File: src/rtl/spi_master_nch.sv
// spi_master_nch
// Parametrised SPI master. It sends DATA_W-bit frames in any CPOL/CPHA mode,
// MSB or LSB first, with a programmable SCK half-period and NUM_SS active-low
// slave selects. Frames are requested through a valid/ready port. Received
// frames are reported with a one-cycle rx_valid strobe. An optional one-cycle
// interrupt pulse marks the end of each frame.
//
// Ports
//   clk, rst          system clock; asynchronous active-low reset
//   cfg_cpol          SCK idle level
//   cfg_cphase        0: sample on leading edge, 1: sample on trailing edge
//   cfg_lsbfe         1: LSB first, 0: MSB first
//   cfg_div           SCK half-period = cfg_div+1 clk cycles
//   cfg_ss_sel        index of slave select to assert (out of range: none)
//   cfg_irq_en        enable interupt_request pulse
//   tx_valid/tx_ready frame request handshake, tx_data frame to send
//   rx_valid/rx_data  received-frame strobe and held frame
//   busy              frame in progress (SETUP..DONE)
//   interupt_request  one-cycle pulse in DONE when enabled
//   sck, mosi, miso   serial bus
//   ss_n              active-low slave selects
module spi_master_nch #(
    parameter int DATA_W = 8,
    parameter int NUM_SS = 4,
    parameter int DIV_W  = 8,
    parameter int SS_W   = (NUM_SS > 1) ? $clog2(NUM_SS) : 1
) (
    input  logic              clk,
    input  logic              rst,
    input  logic              cfg_cpol,
    input  logic              cfg_cphase,
    input  logic              cfg_lsbfe,
    input  logic [DIV_W-1:0]  cfg_div,
    input  logic [SS_W-1:0]   cfg_ss_sel,
    input  logic              cfg_irq_en,
    input  logic              tx_valid,
    input  logic [DATA_W-1:0] tx_data,
    output logic              tx_ready,
    output logic              rx_valid,
    output logic [DATA_W-1:0] rx_data,
    output logic              busy,
    output logic              interupt_request,
    output logic              sck,
    output logic              mosi,
    input  logic              miso,
    output logic [NUM_SS-1:0] ss_n
);

    localparam int TOG_W = $clog2(2 * DATA_W + 1);
    localparam int BIT_W = $clog2(DATA_W + 1);
    localparam logic [TOG_W-1:0] TOG_MAX = TOG_W'(2 * DATA_W);
    localparam logic [BIT_W-1:0] BIT_MAX = BIT_W'(DATA_W);

    typedef enum logic [2:0] {
        IDLE,
        SETUP,
        XFER,
        HOLD,
        DONE
    } state_t;

    state_t state, next_state;

    // Configuration captured at accept so a frame is immune to cfg changes.
    logic              cpol_q;
    logic              cpha_q;
    logic              lsbfe_q;
    logic [DIV_W-1:0]  div_q;
    logic [SS_W-1:0]   sel_q;
    logic              irq_en_q;

    logic [DIV_W-1:0]  div_cnt;
    logic [TOG_W-1:0]  tog_cnt;
    logic [BIT_W-1:0]  bit_cnt;
    logic [DATA_W-1:0] tx_sr;
    logic [DATA_W-1:0] rx_sr;
    logic [DATA_W-1:0] rx_data_q;
    logic              sck_q;
    logic              mosi_q;

    logic accept;
    logic hp_end;
    logic toggle_now;
    logic sample_edge;

    function automatic logic first_bit(input logic [DATA_W-1:0] v, input logic lsb);
        return lsb ? v[0] : v[DATA_W-1];
    endfunction

    function automatic logic [DATA_W-1:0] shift_tx(input logic [DATA_W-1:0] v, input logic lsb);
        return lsb ? (v >> 1) : (v << 1);
    endfunction

    function automatic logic [DATA_W-1:0] shift_rx(input logic [DATA_W-1:0] v, input logic lsb,
                                                   input logic b);
        return lsb ? {b, v[DATA_W-1:1]} : {v[DATA_W-2:0], b};
    endfunction

    assign accept = tx_valid & tx_ready;
    assign hp_end = (div_cnt == div_q);

    // An SCK toggle happens at the end of SETUP and at the end of every XFER
    // half-period except the last one, giving exactly 2*DATA_W toggles.
    assign toggle_now = hp_end && ((state == SETUP) ||
                                   ((state == XFER) && (tog_cnt != TOG_MAX)));

    // tog_cnt counts completed toggles, so an even count means the coming
    // toggle is a leading edge. CPHA=0 samples on leading, CPHA=1 on trailing.
    assign sample_edge = (~tog_cnt[0]) ^ cpha_q;

    // State register.
    always_ff @(posedge clk or negedge rst) begin
        if (!rst) begin
            state <= IDLE;
        end else begin
            state <= next_state;
        end
    end

    // Next-state logic: each non-IDLE phase ends on a half-period boundary,
    // DONE always lasts a single cycle.
    always_comb begin
        next_state = state;
        case (state)
            IDLE:    if (accept) next_state = SETUP;
            SETUP:   if (hp_end) next_state = XFER;
            XFER:    if (hp_end && (tog_cnt == TOG_MAX)) next_state = HOLD;
            HOLD:    if (hp_end) next_state = DONE;
            DONE:    next_state = IDLE;
            default: next_state = IDLE;
        endcase
    end

    // Outputs decoded from state. The slave select is active for the whole
    // SETUP..HOLD window, which guarantees ss_n is high in DONE between frames.
    always_comb begin
        tx_ready         = (state == IDLE);
        busy             = (state != IDLE);
        rx_valid         = (state == DONE);
        interupt_request = (state == DONE) && irq_en_q;
        rx_data          = rx_data_q;
        sck              = sck_q;
        mosi             = mosi_q;
        ss_n             = '1;
        if ((state == SETUP) || (state == XFER) || (state == HOLD)) begin
            for (int i = 0; i < NUM_SS; i++) begin
                if (sel_q == SS_W'(i)) ss_n[i] = 1'b0;
            end
        end
    end

    // Datapath: configuration capture, half-period timer, SCK generation and
    // the TX/RX shift registers.
    always_ff @(posedge clk or negedge rst) begin
        if (!rst) begin
            cpol_q    <= 1'b0;
            cpha_q    <= 1'b0;
            lsbfe_q   <= 1'b0;
            div_q     <= '0;
            sel_q     <= '0;
            irq_en_q  <= 1'b0;
            div_cnt   <= '0;
            tog_cnt   <= '0;
            bit_cnt   <= '0;
            tx_sr     <= '0;
            rx_sr     <= '0;
            rx_data_q <= '0;
            sck_q     <= 1'b0;
            mosi_q    <= 1'b0;
        end else begin
            case (state)
                IDLE: begin
                    sck_q   <= cfg_cpol;
                    mosi_q  <= 1'b0;
                    div_cnt <= '0;
                    tog_cnt <= '0;
                    bit_cnt <= '0;
                    if (accept) begin
                        cpol_q   <= cfg_cpol;
                        cpha_q   <= cfg_cphase;
                        lsbfe_q  <= cfg_lsbfe;
                        div_q    <= cfg_div;
                        sel_q    <= cfg_ss_sel;
                        irq_en_q <= cfg_irq_en;
                        rx_sr    <= '0;
                        // CPHA=0 needs the first bit on the wire before the
                        // first (sampling) edge, so present it during SETUP.
                        if (!cfg_cphase) begin
                            mosi_q <= first_bit(tx_data, cfg_lsbfe);
                            tx_sr  <= shift_tx(tx_data, cfg_lsbfe);
                        end else begin
                            tx_sr  <= tx_data;
                        end
                    end
                end
                SETUP, XFER, HOLD: begin
                    div_cnt <= hp_end ? '0 : div_cnt + 1'b1;
                    if (toggle_now) begin
                        sck_q   <= ~sck_q;
                        tog_cnt <= tog_cnt + 1'b1;
                        if (sample_edge) begin
                            if (bit_cnt != BIT_MAX) begin
                                rx_sr   <= shift_rx(rx_sr, lsbfe_q, miso);
                                bit_cnt <= bit_cnt + 1'b1;
                            end
                        end else begin
                            mosi_q <= first_bit(tx_sr, lsbfe_q);
                            tx_sr  <= shift_tx(tx_sr, lsbfe_q);
                        end
                    end
                    if ((state == HOLD) && hp_end) begin
                        rx_data_q <= rx_sr;
                        mosi_q    <= 1'b0;
                    end
                end
                DONE: begin
                    div_cnt <= '0;
                    sck_q   <= cpol_q;
                    mosi_q  <= 1'b0;
                end
                default: begin
                    div_cnt <= '0;
                end
            endcase
        end
    end

endmodule

File: config.mk
export PLATFORM = sky130hd
export DESIGN_NAME = spi_master_nch
export DESIGN_NICKNAME = d
export VERILOG_FILES = /design/src/rtl/spi_master_nch.sv
export SDC_FILE = /design/constraint.sdc
export NUM_CORES = 1
export LEC_CHECK = 0
export CAP_MARGIN = 10
export CORE_MARGIN = 2
export CORE_UTILIZATION = 30
export CTS_BUF_LIST = sky130_fd_sc_hd__clkbuf_4
export DETAILED_ROUTE_END_ITERATION = 10
export PLACE_DENSITY = 0.5
export SLEW_MARGIN = 10
export SYNTH_ARGS = -nofsm -noshare
export SYNTH_HDL_FRONTEND = slang
export SYNTH_SLANG_ARGS = --single-unit
File: constraint.sdc
create_clock -name clk -period 3.4 [get_ports clk]
set_clock_uncertainty 0.15 [all_clocks]
set_input_delay 0.51 -clock clk [delete_from_list [all_inputs] [get_ports clk]]
set_output_delay 0.51 -clock clk [all_outputs]
set_load 0.02 [all_outputs]
==> out/qor.txt, run 1 <==
Via-to-Cell Ratio: 4.87
LEAKAGE: 1.77 nW
Final Instance Area: 3970 um2
Synthesized Nets: 367
CP Max Fanout: 10
Routed WL: 7600 um
Hold Vio Cnt, Final: 0
Row cnt: 38
Kind of critical path: register to output pin
Longest Clk Path Bufs: 2
Post-synth top flop: dfrtp_1
Final setup margin: 0.372 ns
Reg-to-reg slack, setup: 0.75 ns
Clk Latency, worst-skew pair: 0.42 ns
Initial Util: 0.305
GRT busiest layer: met2
RD Place Congestion: 0.767
Ranking of synthesized cells by area: dfrtp_1 (46%), mux2i_1 (9.2%), nand2_1 (7.5%)
RSZ-0062 raised after global routing: no
Tcrit/Tclk final: 0.891
Pwr/cell area: 716 nW/um2
Critical Path RT: 2.74 ns
Initial antenna violation count: 0
Most common cell in the netlist: nand2_1
# setup viols final: 0
Number of synthesized flops with an enable pin: 0
DRC viols: 0
Grt met2 use: 0.216
Die W: 108 um
Async set-reset flop share out of synthesis: 1.00
Leading area contributor after synthesis: dfrtp_1
Cell variety after synth: 50
CTS Buf Count: 9
Gate Count Post-Synth: 336
Pin count of the biggest net entering global routing: 32
Tmin final: 3.03 ns
Root Driver: clkbuf_4
Detail Route Antenna Nets: 0
DP Cell Count: 505
Fin nets: 408
Via Count: 2541
Critical Path AT: 2.37 ns
Mapped cell area: 3270 um2
Clk slew on worst S/H paths: 0.11 ns
Actual slew at the worst max-slew pin: 0.924 ns
Final Core Density: 0.369
Pre-Repair DR Iteration Count: 4
Post-DP Area: 3850 um2
Postcts setup bufs: 0
Synthesis-stage register bit count: 60
Post-CTS sizing: 0
Register area share after synthesis: 0.459
GR Util met3: 0.0386
H-tree Lvls: 3
Post-route non-filler standard cell count: 522
CP Launch Type: register
Total die area: 11800 um2
Core Box Area: 10700 um2
Slew Viols, Final: 0
Synthesized area per cell: 9.74 um2
First-pass GRT wire length: 12800 um
# Max-Cap Violations: 0
Outcome: finished, final reports clean
Synth top area share: 0.459
Clock sink count: 60
Met1 GRT Util: 0.196
Vias in the first global route: 2471
Worst min-delay path category: register to register
# IOs: 44
Grt ovf: 0
First-iteration detailed-routing DRC count: 115
TritonCTS clock tree: yes
WL per Instance: 14.6 um
YS warnings: 0
GRT Total Usage: 0.142
Antenna Cells: 0
Critical Path End Type: output pin
P&R area growth vs syn: 21.3%
Relative slew slack: 0.384
Die Y: 108 um
IO buf count: 43
Top cells by count, synth: nand2_1 (65), dfrtp_1 (60), mux2i_1 (30)
Setup tns final: 0 ns
Max Fclk: 330 MHz
Post-place setup slack: 0.763 ns
Final HPWL DP: 5430 um
Max VDD drop: 0.000299 V
Layout cells sized above 1: 0.120
-- final timing paths --
path                                            from                    to  depth (start not counted)
max in group asynchronous                        rst  sel_q[0]$_DFFE_PN0P_                          3
worst min register to register  irq_en_q$_DFFE_PN0P_  irq_en_q$_DFFE_PN0P_                          2
worst min-delay path            irq_en_q$_DFFE_PN0P_  irq_en_q$_DFFE_PN0P_                          2
min in group asynchronous                        rst  rx_sr[0]$_DFFE_PN0P_                          2
worst max-delay path            state[0]$_DFFE_PN0P_              tx_ready                          4
worst max register to register  div_cnt[4]$_DFF_PN0_  tx_sr[2]$_DFFE_PN0P_                          5
-- cell type report --
type	instances	area, um2
clock inverters	7	43.8
inverters	10	37.5
clock buffers	9	67.6
flip-flops and latches	60	1500
multi-input cells	248	1670
fillers	1150	6780
repair buffers	48	478
well taps	140	175
-- logic make-up (layout without fill, tap and decap cells) --
group / count (synthesis) / after routing / synth area share
DFF: 60 / 60 / 0.459
and+or+nand+nor: 139 / 139 / 0.206
buffers and inverters: 28 / 74 / 0.0336
AOI/OAI and AO/OA: 41 / 41 / 0.0849
muxes: 47 / 47 / 0.150
xor gates and xnor gates: 16 / 16 / 0.0474
adders and majority gates: 5 / 5 / 0.0191
-- state kept, by name (all words and copies together) (netlist names), 2 cells and up --
name and count:
div_cnt 8, tog_cnt 5, sel_q 2, rx_data 8, bit_cnt 4, state 3
tx_sr 8, div_q 8, rx_sr 8
-- layer usage --
layer | routed length (um) | vias to the layer above
met2 | 3460 | 47
met5 | 0 | -
met1 | 3740 | 1228
met3 | 263 | 11
met4 | 134 | 0
li1 | - | 1255
-- timing repair --
item | 4_1_cts | 5_1_grt
endpoints found under the hold margin | 7 | 0
hold buffers | 1 | 0
setup endpoints to repair | 0 | 0
-- layout by cell type, fill, tap and decap left out, drive strengths merged, types with 2 or more instances in the layout --
master	instances
dfrtp	60
clkdlybuf4s50	42
or3	5
xnor2	10
nor2	28
nand3	9
nor4	2
nand3b	3
mux2i	30
o21ai	3
xor2	6
mux2	17
a32o	2
nor3	6
nand2	65
or2	2
nand2b	4
buf	5
nand4	2
inv	10
a21o	2
and3	4
o211ai	2
or4	6
a211oi	6
ha	5
clkbuf	9
a21oi	14
clkinv	6
-- stage by stage --
stage               power (mW)  hold WS (ns)
finish                    2.84         0.337
global route              3.10         0.358
CTS                       2.88         0.341
detailed placement        2.44         0.313
global placement          2.42         0.310
floorplan                 2.06        0.0644
-- power breakdown --
| group | switching (mW) | leakage (nW) | internal [mW] |
|---|---|---|---|
| Combinational | 0.640 | 0.921 | 0.578 |
| Sequential | 0.271 | 0.787 | 0.926 |
| Clock | 0.281 | 0.0631 | 0.146 |
-- critical path: stages (launching register included) --
cell	delay [ns]
dfrtp_1	0.50
nor2_1	0.42
nand2_1	0.24
inv_1	0.16
clkdlybuf4s50_1	0.63
Note: power is estimated with default switching activity, not from simulation.
==> run 2: changes to the inputs <==
--- a/config.mk
+++ b/config.mk
@@ -11,6 +11,7 @@
 export CTS_BUF_LIST = sky130_fd_sc_hd__clkbuf_4
 export DETAILED_ROUTE_END_ITERATION = 10
 export PLACE_DENSITY = 0.5
+export RECOVER_POWER = 25
 export SLEW_MARGIN = 10
 export SYNTH_ARGS = -nofsm -noshare
 export SYNTH_HDL_FRONTEND = slang
==> run 2 against run 1 <==
Net effect: the flow now finishes with violations (capacitance limit, slew limit); non-clock buffer count unchanged; sequential power about the same; critical path depth did not move; die area did not move; sequential share of layout area increased by 0.16 points; first-iteration DRC count fell by 1.7%; total power about the same; sequential cell count unchanged.
==> out/qor.txt, run 2 (same netlist as run 1, synthesis figures left out) <==
CP bufs+invs: 2 (unchanged)
Critical Path AT: 2.39 ns (was 2.37 ns)
Most common cell after layout, fill and taps aside: nand2_1 (unchanged)
Grt ovf: 0 (unchanged)
Failing checks: capacitance limit, slew limit
LEAKAGE: 1.76 nW (was 1.77 nW)
DRC viols: 0 (unchanged)
R2r worst-path depth: 5 (unchanged)
P&R area growth vs syn: 20.8% (was 21.3%)
Critical Path RT: 2.74 ns (about the same)
Final Instance Area: 3950 um2 (was 3970 um2)
Int Pwr: 1.65 mW (about the same)
Routed WL: 7580 um (was 7600 um)
Worst path max stage delay: 0.63 ns (about the same)
H-tree Lvls: 3 (unchanged)
Worst min-delay path category: register to register (unchanged)
Postcts setup bufs: 0 (unchanged)
# IOs: 44 (unchanged)
# Max-Cap Violations: 1 (was 0)
RSZ-0062 raised after global routing: no (unchanged)
Tcrit/Tclk final: 0.898 (was 0.891)
First-iteration detailed-routing DRC count: 113 (was 115)
Vias in the first global route: 2471 (unchanged)
Die W: 108 um (unchanged)
Hold Slack: 0.338 ns (was 0.337 ns)
WL per Instance: 14.5 um (was 14.6 um)
CTS Buf Count: 9 (unchanged)
Most frequent cells in the layout: nand2_1 (65), dfrtp_1 (60), clkdlybuf4s50_1 (42), mux2i_1 (30), nor2_1 (27) (unchanged)
Pin count of the biggest net entering global routing: 32 (unchanged)
Final setup margin: 0.347 ns (was 0.372 ns)
TritonCTS clock tree: yes (unchanged)
WP depth: 4 (unchanged)
CP Launch Type: register (unchanged)
IO buf count: 43 (unchanged)
Relative slew slack: -0.116 (was 0.384)
Clk Latency, worst-skew pair: 0.43 ns (was 0.42 ns)
FILL cells: 1152 (was 1150)
Outcome: finished with violations (was finished, final reports clean)
Max Fclk: 328 MHz (was 330 MHz)
CP Max Fanout: 10 (unchanged)
Total Power: 2.84 mW (about the same)
Post-CTS sizing: 0 (unchanged)
Core Box Area: 10700 um2 (unchanged)
Register share of total power: 0.421 (about the same)
Via-to-Cell Ratio: 4.84 (was 4.87)
Pre-Repair DR Iteration Count: 4 (unchanged)
Hold depth: 2 (unchanged)
Layout cells sized above 1: 0.118 (was 0.120)
Switching power: 1.19 mW (about the same)
Post-place setup slack: 0.763 ns (unchanged)
Clock power frac: 0.151 (was 0.150)
Total die area: 11800 um2 (unchanged)
Pwr/cell area: 719 nW/um2 (was 716 nW/um2)
Slowest stage cell, crit path: clkdlybuf4s50_1 (unchanged)
Detail Route Antenna Nets: 0 (unchanged)
Sw Share: 0.420 (was 0.419)
Die Y: 108 um (unchanged)
Final HPWL DP: 5430 um (unchanged)
Critical-path cell list: nor2_1, nand2_1, inv_1, clkdlybuf4s50_1 (unchanged)
Row cnt: 38 (unchanged)
Post-route non-filler standard cell count: 522 (unchanged)
Antenna Cells: 0 (unchanged)
Root Driver: clkbuf_4 (unchanged)
Combinational Power Share: 0.428 (was 0.429)
Fin nets: 408 (unchanged)
First-pass GRT wire length: 12800 um (unchanged)
Clk slew on worst S/H paths: 0.12 ns (was 0.11 ns)
Final Core Density: 0.368 (was 0.369)
Setup tns final: 0 ns (unchanged)
Clock sink count: 60 (unchanged)
Post-DP Area: 3850 um2 (unchanged)
Delay-heaviest family, CP: buffers and inverters (unchanged)
Max VDD drop: 0.000299 V (about the same)
RD Place Congestion: 0.767 (unchanged)
Initial Util: 0.305 (unchanged)
# setup viols final: 0 (unchanged)
Hold Vio Cnt, Final: 0 (unchanged)
Slew Viols, Final: 31 (was 0)
GRT Total Usage: 0.142 (unchanged)
Kind of critical path: register to output pin (unchanged)
Actual slew at the worst max-slew pin: 1.67 ns (was 0.924 ns)
Initial antenna violation count: 0 (unchanged)
Critical Path End Type: output pin (unchanged)
Longest Clk Path Bufs: 2 (unchanged)
Tmin final: 3.05 ns (was 3.03 ns)
Via Count: 2525 (was 2541)
DP Cell Count: 505 (unchanged)
-- run 2: cell types whose count changed in the layout (fill, tap and decap cells not counted) --
cell	before	now
buf_12	1	0
buf_2	1	0
clkbuf_1	0	1
clkbuf_2	0	1
-- run 2: power groups by stage --
stage | clock network [mW] | registers, mW | logic [mW]
global placement | 0 | 1.21 | 1.21
floorplan | 0 | 1.10 | 0.955
detailed placement | 0 | 1.21 | 1.23
global route | 0.481 | 1.24 | 1.38
finish | 0.429 | 1.20 | 1.22
CTS | 0.451 | 1.20 | 1.23
-- run 2: path summary, 6_finish.rpt --
path                                       from                     end  slack [ns]
setup / recovery           state[0]$_DFFE_PN0P_                tx_ready        0.35
hold / removal             irq_en_q$_DFFE_PN0P_    irq_en_q$_DFFE_PN0P_        0.34
setup reg to reg           div_cnt[4]$_DFF_PN0_    tx_sr[2]$_DFFE_PN0P_        0.75
hold reg to reg            irq_en_q$_DFFE_PN0P_    irq_en_q$_DFFE_PN0P_        0.34
max in group asynchronous                   rst  bit_cnt[3]$_DFFE_PN0P_        0.67
min in group asynchronous                   rst  bit_cnt[2]$_DFFE_PN0P_        0.90
-- run 2: per-layer routing --
layer | wire length [um] | vias to the layer above | global-route usage | share of wire
met2 | 3470 | 49 | 0.216 | 0.46
met5 | 0 | - | 0 | 0
met1 | 3690 | 1216 | 0.196 | 0.49
met4 | 132 | 0 | 0.0440 | 0.017
li1 | - | 1249 | - | -
met3 | 280 | 11 | 0.0386 | 0.037
-- run 2: layout make-up --
type                       count  area [um2]  share of cell area
sequential                    60        1500               0.380
tap                          140         175              0.0443
inverter                      10        37.5             0.00949
timing repair buffer          48         462               0.117
clock inverter                 7        43.8              0.0111
clock buffer                   9        67.6              0.0171
multi-input combinational    248        1670               0.422
-- run 2: timing repair --
item / CTS / global route
setup endpoints to repair: 0 / 0
hold buffers: 1 / 0
hold endpoints to repair: 7 / 0
-- run 2: worst min-delay path, delay by kind of cell (launching register included) --
| family | cells | cell delay, ns |
|---|---|---|
| flip-flops | 1 | 0.36 |
| AND/OR/NAND/NOR | 2 | 0.10 |
==> run 3: changes to the inputs <==
--- a/config.mk
+++ b/config.mk
@@ -6,10 +6,12 @@
 export NUM_CORES = 1
 export LEC_CHECK = 0
 export CAP_MARGIN = 10
+export CORE_ASPECT_RATIO = 1.5
 export CORE_MARGIN = 2
 export CORE_UTILIZATION = 30
 export CTS_BUF_LIST = sky130_fd_sc_hd__clkbuf_4
 export DETAILED_ROUTE_END_ITERATION = 10
+export GPL_TIMING_DRIVEN = 0
 export PLACE_DENSITY = 0.5
 export RECOVER_POWER = 25
 export SLEW_MARGIN = 10
==> run 3 against run 2 <==
Net effect: the run still ends with capacitance limit, slew limit left; die area increased by 0.14%; critical path depth increased by 1; non-clock buffer count increased by 9; design area increased by 1.2%; setup slack got worse by 0.17 ns; routed wire length increased by 3.4%; via count increased by 2.7%; fmax decreased by 5.2%; clock power increased by 19%; sequential cell count unchanged; critical path type unchanged.
==> out/qor.txt, run 3 (same netlist as run 1, synthesis figures left out) <==
Max Fclk: 310 MHz (was 328 MHz)
Max VDD drop: 0.000360 V (was 0.000299 V)
Critical Path End Type: output pin (unchanged)
Most common cell after layout, fill and taps aside: nand2_1 (unchanged)
Die Y: 132 um (was 108 um)
Relative slew slack: -0.0197 (was -0.116)
Total die area: 11800 um2 (about the same)
# Max-Cap Violations: 1 (unchanged)
DRC viols: 0 (unchanged)
RSZ-0062 raised after global routing: no (unchanged)
Grt ovf: 0 (unchanged)
Root Driver: clkbuf_4 (unchanged)
Final setup margin: 0.179 ns (was 0.347 ns)
Critical Path RT: 2.74 ns (about the same)
Register share of total power: 0.393 (was 0.421)
First-pass GRT wire length: 13200 um (was 12800 um)
Sw Share: 0.414 (was 0.420)
Tmin final: 3.22 ns (was 3.05 ns)
GRT Total Usage: 0.144 (was 0.142)
Initial antenna violation count: 1 (was 0)
Final HPWL DP: 5690 um (was 5430 um)
First-iteration detailed-routing DRC count: 113 (unchanged)
Core Box Area: 10600 um2 (was 10700 um2)
Vias in the first global route: 2634 (was 2471)
Detail Route Antenna Nets: 0 (unchanged)
Hold_buf cts: 0 (was 1)
Clk Latency, worst-skew pair: 0.43 ns (about the same)
LEAKAGE: 1.77 nW (was 1.76 nW)
Layout cells sized above 1: 0.123 (was 0.118)
Post-place setup slack: 0.0768 ns (was 0.763 ns)
Critical-path cell list: clkbuf_1, nor2_4, clkbuf_2, nand3b_1, clkdlybuf4s50_1 (was nor2_1, nand2_1, inv_1, clkdlybuf4s50_1)
Reg-to-reg slack, setup: 0.74 ns (was 0.75 ns)
Post-DP Area: 3860 um2 (was 3850 um2)
Tcrit/Tclk final: 0.947 (was 0.898)
Kind of critical path: register to output pin (unchanged)
P&R area growth vs syn: 22.3% (was 20.8%)
Actual slew at the worst max-slew pin: 1.53 ns (was 1.67 ns)
RD Place Congestion: 0.729 (was 0.767)
Final Instance Area: 4000 um2 (was 3950 um2)
Clock sink count: 60 (unchanged)
CP Launch Type: register (unchanged)
Most frequent cells in the layout: nand2_1 (65), dfrtp_1 (58), clkdlybuf4s50_1 (40), mux2i_1 (30), nor2_1 (25) (was nand2_1 (65), dfrtp_1 (60), clkdlybuf4s50_1 (42), mux2i_1 (30), nor2_1 (27))
Hold Vio Cnt, Final: 0 (unchanged)
Postcts setup bufs: 0 (unchanged)
CTS Buf Count: 9 (unchanged)
Worst path max stage delay: 0.61 ns (was 0.63 ns)
CP bufs+invs: 3 (was 2)
Pre-Repair DR Iteration Count: 5 (was 4)
Setup tns final: 0 ns (unchanged)
TritonCTS clock tree: yes (unchanged)
Pwr/cell area: 737 nW/um2 (was 719 nW/um2)
# setup viols final: 0 (unchanged)
Via-to-Cell Ratio: 4.84 (about the same)
Switching power: 1.22 mW (was 1.19 mW)
IO buf count: 41 (was 43)
Initial Util: 0.309 (was 0.305)
CP Max Fanout: 10 (unchanged)
Via Count: 2592 (was 2525)
Fin nets: 417 (was 408)
H-tree Lvls: 3 (unchanged)
# IOs: 44 (unchanged)
WL per Instance: 14.6 um (was 14.5 um)
Row cnt: 46 (was 38)
Longest Clk Path Bufs: 2 (unchanged)
Hold Slack: 0.283 ns (was 0.338 ns)
Combinational Power Share: 0.434 (was 0.428)
Critical Path AT: 2.56 ns (was 2.39 ns)
Slowest stage cell, crit path: clkdlybuf4s50_1 (unchanged)
Int Pwr: 1.73 mW (was 1.65 mW)
Die W: 89.3 um (was 108 um)
Outcome: finished with violations (unchanged)
Pin count of the biggest net entering global routing: 61 (was 32)
Failing checks: capacitance limit, slew limit (unchanged)
Clk slew on worst S/H paths: 0.11 ns (was 0.12 ns)
Delay-heaviest family, CP: buffers and inverters (unchanged)
Routed WL: 7840 um (was 7580 um)
Slew Viols, Final: 61 (was 31)
Worst min-delay path category: primary input to asynchronous set/reset pin (was register to register)
Clock power frac: 0.173 (was 0.151)
-- run 3: changes by cell type in the layout (fill, tap and decap cells not counted), sizes merged --
cell / change
bufinv: +1
clkbuf: +12
clkdlybuf4s50: -2
clkinv: -2
clkinvlp: +1
diode: +1
dlygate4sd3: -1
-- run 3: layer usage --
metal,share of wire,track usage,vias to the layer above
met1,0.44,0.187,1255
li1,-,-,1278
met4,0.028,0.0688,0
met3,0.032,0.0288,14
met2,0.50,0.226,45
met5,0,0,-
-- run 3: stage by stage --
step           utilization  power (mW)  std cells
2_1_floorplan            -        2.06        336
3_3_place_gp         0.365        2.43        521
3_5_place_dp         0.365        2.46        521
4_1_cts              0.377        2.97        535
5_1_grt              0.378        3.20        536
6_report             0.378        2.95        536
-- run 3: layout make-up --
class,instances,area [um2]
Fill cell,1110,6590
Multi-Input combinational cell,248,1670
Sequential cell,60,1500
Timing Repair Buffer,41,405
Tap cell,144,180
Clock buffer,9,67.6
Clock inverter,7,67.6
Buffer,16,66.3
Inverter,10,37.5
Antenna cell,1,2.50
-- run 3: path summary, 6_finish.rpt --
path,startpoint,endpoint,cells past startpoint
worst min-delay path,rst,div_cnt[0]$_DFF_PN0_,1
worst max-delay path,state[2]$_DFFE_PN0P_,ss_n[2],5
min in group clk,irq_en_q$_DFFE_PN0P_,irq_en_q$_DFFE_PN0P_,2
max in group asynchronous,rst,state[0]$_DFFE_PN0P_,1
worst min register to register,irq_en_q$_DFFE_PN0P_,irq_en_q$_DFFE_PN0P_,2
worst max register to register,div_cnt[4]$_DFF_PN0_,tx_sr[5]$_DFFE_PN0P_,7
-- run 3: power groups by stage --
stage | registers (mW) | clock network [mW] | logic (mW)
2_1_floorplan | 1.10 | 0 | 0.955
3_3_place_gp | 1.14 | 0 | 1.29
3_5_place_dp | 1.14 | 0 | 1.31
4_1_cts | 1.15 | 0.525 | 1.29
5_1_grt | 1.20 | 0.565 | 1.44
6_report | 1.16 | 0.512 | 1.28
-- run 3: what timing repair did --
item / 4_1_cts / 5_1_grt
resized for setup: 2 / 4
setup endpoints to repair: 4 / 4
gates cloned: 0 / 0
